## config.mk

```make
export PLATFORM = sky130hd
export DESIGN_NAME = dffram_bank
export DESIGN_NICKNAME = d
export VERILOG_FILES = /design/src/rtl/dffram_bank.sv
export SDC_FILE = /design/constraint.sdc
export NUM_CORES = 1
export LEC_CHECK = 0
export BUFFER_PORTS_ARGS = -buffer_cell sky130_fd_sc_hd__buf_2
export CORE_MARGIN = 3
export CORE_UTILIZATION = 38
export DETAILED_ROUTE_END_ITERATION = 6
export PLACE_DENSITY = 0.5
export SLEW_MARGIN = 20
export SYNTH_ARGS = -nofsm -noshare
export SYNTH_HDL_FRONTEND = slang
export SYNTH_SLANG_ARGS = --single-unit
```

## constraint.sdc

```tcl
create_clock -name CLK -period 7.9 [get_ports CLK]
set_input_delay 1.185 -clock CLK [delete_from_list [all_inputs] [get_ports CLK]]
set_output_delay 1.185 -clock CLK [all_outputs]
set_load 0.01 [all_outputs]
```

## src/rtl/dffram_bank.sv

```systemverilog
// Simple dual-port DFF RAM bank: byte-enable writes, selectable read-during-write,
// registered read with valid strobe, and a clear sequencer that zeroes every word.
module dffram_bank #(
  parameter int ADDRESS_LENGTH = 4,
  parameter int DATA_LENGTH    = 32,
  parameter int RDW_MODE       = 0,
  localparam int NBYTES        = DATA_LENGTH / 8,
  localparam int DEPTH         = 2 ** ADDRESS_LENGTH
) (
  input  logic                      CLK,
  input  logic                      RST_N,
  input  logic                      EN,
  input  logic                      WE,
  input  logic                      RE,
  input  logic [NBYTES-1:0]         BE,
  input  logic [ADDRESS_LENGTH-1:0] WA,
  input  logic [ADDRESS_LENGTH-1:0] RA,
  input  logic [DATA_LENGTH-1:0]    Di,
  input  logic                      CLR,
  output logic [DATA_LENGTH-1:0]    Do,
  output logic                      DoValid,
  output logic                      BUSY,
  output logic                      dbg_state_o
);

  typedef enum logic {
    ST_CLEAR = 1'b0,
    ST_IDLE  = 1'b1
  } state_t;

  state_t                    state_q, state_d;
  logic [ADDRESS_LENGTH-1:0] cnt_q, cnt_d;
  logic [DATA_LENGTH-1:0]    do_q, do_d;
  logic                      do_valid_q, do_valid_d;

  logic [DATA_LENGTH-1:0]    mem_q [DEPTH];
  logic                      mem_we;
  logic [ADDRESS_LENGTH-1:0] mem_wa;
  logic [DATA_LENGTH-1:0]    mem_wdata;

  logic [DATA_LENGTH-1:0]    be_mask;
  logic [DATA_LENGTH-1:0]    old_word;
  logic [DATA_LENGTH-1:0]    rd_word;
  logic [DATA_LENGTH-1:0]    merged_word;
  logic                      collide;

  always_comb begin
    be_mask = '0;
    for (int i = 0; i < NBYTES; i++) begin
      be_mask[8*i +: 8] = {8{BE[i]}};
    end
  end

  // Writes are full-word read-modify-write so masked bytes keep their old value.
  assign old_word    = mem_q[WA];
  assign rd_word     = mem_q[RA];
  assign merged_word = (old_word & ~be_mask) | (Di & be_mask);
  assign collide     = WE && (WA == RA);

  always_comb begin
    state_d    = state_q;
    cnt_d      = cnt_q;
    do_d       = do_q;
    do_valid_d = 1'b0;
    mem_we     = 1'b0;
    mem_wa     = WA;
    mem_wdata  = merged_word;
    unique case (state_q)
      ST_CLEAR: begin
        mem_we    = 1'b1;
        mem_wa    = cnt_q;
        mem_wdata = '0;
        do_d      = '0;
        cnt_d     = cnt_q + 1'b1;
        if (cnt_q == {ADDRESS_LENGTH{1'b1}}) begin
          state_d = ST_IDLE;
        end
      end
      ST_IDLE: begin
        if (CLR) begin
          state_d = ST_CLEAR;
          cnt_d   = '0;
          do_d    = '0;
        end else if (!EN) begin
          do_d = '0;
        end else begin
          mem_we = WE && (|BE);
          if (RE) begin
            do_d       = ((RDW_MODE != 0) && collide) ? merged_word : rd_word;
            do_valid_d = 1'b1;
          end
        end
      end
      default: begin
        state_d = ST_CLEAR;
        cnt_d   = '0;
        do_d    = '0;
      end
    endcase
  end

  always_ff @(posedge CLK or negedge RST_N) begin
    if (!RST_N) begin
      state_q    <= ST_CLEAR;
      cnt_q      <= '0;
      do_q       <= '0;
      do_valid_q <= 1'b0;
    end else begin
      state_q    <= state_d;
      cnt_q      <= cnt_d;
      do_q       <= do_d;
      do_valid_q <= do_valid_d;
    end
  end

  // Array storage has no reset; the clear sweep after reset zeroes it.
  always_ff @(posedge CLK) begin
    if (mem_we) begin
      mem_q[mem_wa] <= mem_wdata;
    end
  end

  assign Do          = do_q;
  assign DoValid     = do_valid_q;
  assign BUSY        = (state_q == ST_CLEAR);
  assign dbg_state_o = state_q;

endmodule

```

==> impl_metrics.toml <==
[critical_path]
worstPathArrival_ns = 3.78
crit_type = "in2reg"
start_kind = "input port"
cp.required_ns = 8.09
worst-path-max-fanout = 127
end_kind = "flop"

[logic_synthesis]
ys_ff_latch = 550
synthFlopType = "edfxtp_1"
synthMuxAreaShare = 0.228
synth_top_family_by_area = "multiplexers"
syn_area_per_cell_um2 = 16.2
ys_seq_area_frac = 0.642
synth-edff-count = 512
synth-simple-area-share = 0.0495
synth_cell_type_count = 42
synthAdderAreaFrac = 0.000492
synth_xor_area_frac = 0.000689
synth-compound-area-share = 0.0557
syn_area_um2 = 25400
synth_cells = 1570
yosys_warnings = 0
synth-async-reset-ratio = 0.0691
synth_nets = 1621

[cts]
cts_buffer_depth = 3
cts_buffers = 59
clk_pin_slew_ns = 0.06
numClockSinks = 550
insertion_delay_ns = 0.61
cts_root_buffer = "clkbuf_16"
htree_levels = 2
tritoncts = "yes"
cts_resized = 0
postCtsSetupBuffers = 0
hold_buffers = 0

[routing]
wl_um = 75600
drt-initial-drc-count = 1318
routed_via_density = 5.97
wl_per_cell_um = 29.8
via_count = 15166
ant_nets = 0
drt-pass1-iter-count = 5
remaining_drc_errors = 0

[sta]
setup_violations = 0
setup-tns-final_ns = 0
fmax_mhz = 278
holdWs_ns = 0.490
rsz0062_at_grt = "no"
finalHoldViolCount = 0
finalMaxSlewViolations = 0
fin_crit_ns = 3.59
fin_skew_ns = 0.0223
slew_headroom = 0.210
worst_pin_slew_ns = 1.18
setup_slack_ns = 4.31
post-route-period-util = 0.455

[cells_and_area]
fillers = 5826
layout.nets = 1682
diodes = 0
layout_common_cells = "512 x edfxtp_1, 289 x mux2i_1, 136 x nand2_1"
layout_commonest_cell = "edfxtp_1"
fin_cells = 2542
drive_gt1_frac = 0.218
area_growth_syn_to_layout_pct = 12.3

[grt]
grt_overflow = 0
grt_max_degree = 128
grt_pass1_wl_um = 109000
first_global_vias = 15391
antenna_found_initial = 0
grt.total_usage = 0.216

[flow_run]
maxCapViolations = 0

[worst_hold_path]
min_path_type = "reg2reg"

[power_and_ir_drop]
powerDensity_nw_per_um2 = 299
leakagePower_nw = 10.1
vdd_drop_max_mv = 0.175
power_w = 0.00854

[floorplanning]
num_rows = 94
fp.dieH_um = 265
ios = 85
start_util = 0.385
core_area_um2 = 66000
fp.dieW_um = 265
dieArea_um2 = 70000

[place]
dp.cells = 2434
gp_congestion = 0.792
place_ws_ns = 3.75
portBuffers = 84
hpwl_um = 41600

[run_status]
outcome = "finished, final reports clean"
[state kept, by name (all words and copies together) (netlist names)]
register / count
cnt_q: 4
dbg_state_o: 1
mem_q: 512
DoValid: 1
Do: 32
[layer usage]
layer / routed length, µm / track usage
met5: 0 / 0
met4: 2040 / 0.0614
met3: 5370 / 0.0456
met1: 33100 / 0.302
met2: 35100 / 0.344
[power by group]
part           switching, W  total (W)  leakage [nW]  internal, W
clock               0.00111    0.00258         0.876      0.00147
sequential         0.000243    0.00424          5.29      0.00400
combinational       0.00121    0.00172          3.94     0.000517
total               0.00256    0.00854          10.1      0.00598
[cell families after synthesis]
logic type                 count (synthesis)
DFF                                      550
muxes                                    418
and+or+nand+nor                          278
AOI/OAI and AO/OA                        203
buffers and inverters                    118
xor gates and xnor gates                   2
adders and majority gates                  1
[per-stage QoR]
step / utilization / cell area [µm²]
finish: 0.433 / 28500
global route: 0.433 / 28500
CTS: 0.433 / 28500
detailed placement: 0.406 / 26800
global placement: 0.406 / 26800
floorplan: - / 25400
[final timing paths]
path,slack (ns),end,startpoint,depth (start not counted)
hold / removal,0.49,Do[9]$_DFFE_PN0P_,Do[9]$_DFFE_PN0P_,2
setup reg to reg,4.88,mem_q[13][26]$_DFFE_PP_,dbg_state_o$_DFF_PN0_,5
hold reg to reg,0.49,Do[9]$_DFFE_PN0P_,Do[9]$_DFFE_PN0P_,2
min in group asynchronous,0.78,Do[4]$_DFFE_PN0P_,RST_N,2
max in group asynchronous,6.52,Do[13]$_DFFE_PN0P_,RST_N,2
setup / recovery,4.31,mem_q[14][3]$_DFFE_PP_,WA[2],6
[critical path: stages]
cell and delay [ns]:
buf_8 0.49, buf_12 0.68, mux2i_1 0.33, a22oi_1 0.14, nand3_1 0.15, nand3_1 0.41
[synthesized netlist by cell type (2+ instances only)]
library cell  instances  area [µm²]
nand3b_1              5        37.5
or3b_2                4        35.0
and3_1                2        12.5
nand2b_1              2        12.5
buf_2                58         290
buf_4                13        97.6
nor2_1               20        75.1
nand3_1              97         485
edfxtp_1            512       15400
a22oi_1              86         646
a22oi_2              10         125
and2_1                5        31.3
o211ai_1             32         240
nor2b_1               2        12.5
mux2i_1             289        2890
buf_12                2        40.0
dfrtp_1              38         951
inv_1                 2        7.51
nand2_1             136         510
mux4_2              128        2880
a21oi_1              65         325
xnor2_1               2        17.5
clkbuf_1             27         101
o32ai_1               2        17.5
o21ai_0               2        10.0
buf_1                13        48.8
[area by class of cell]
| class | instances | area, µm² | share of cell area |
|---|---|---|---|
| multi-input combinational | 902 | 8650 | 0.303 |
| clock buffer | 81 | 1590 | 0.0557 |
| sequential | 550 | 16300 | 0.572 |
| tap | 864 | 1080 | 0.0379 |
| inverter | 3 | 11.3 | 0.000395 |
| clock inverter | 27 | 195 | 0.00684 |
| timing repair buffer | 115 | 691 | 0.0242 |
Note: power is estimated with default switching activity, not from simulation.
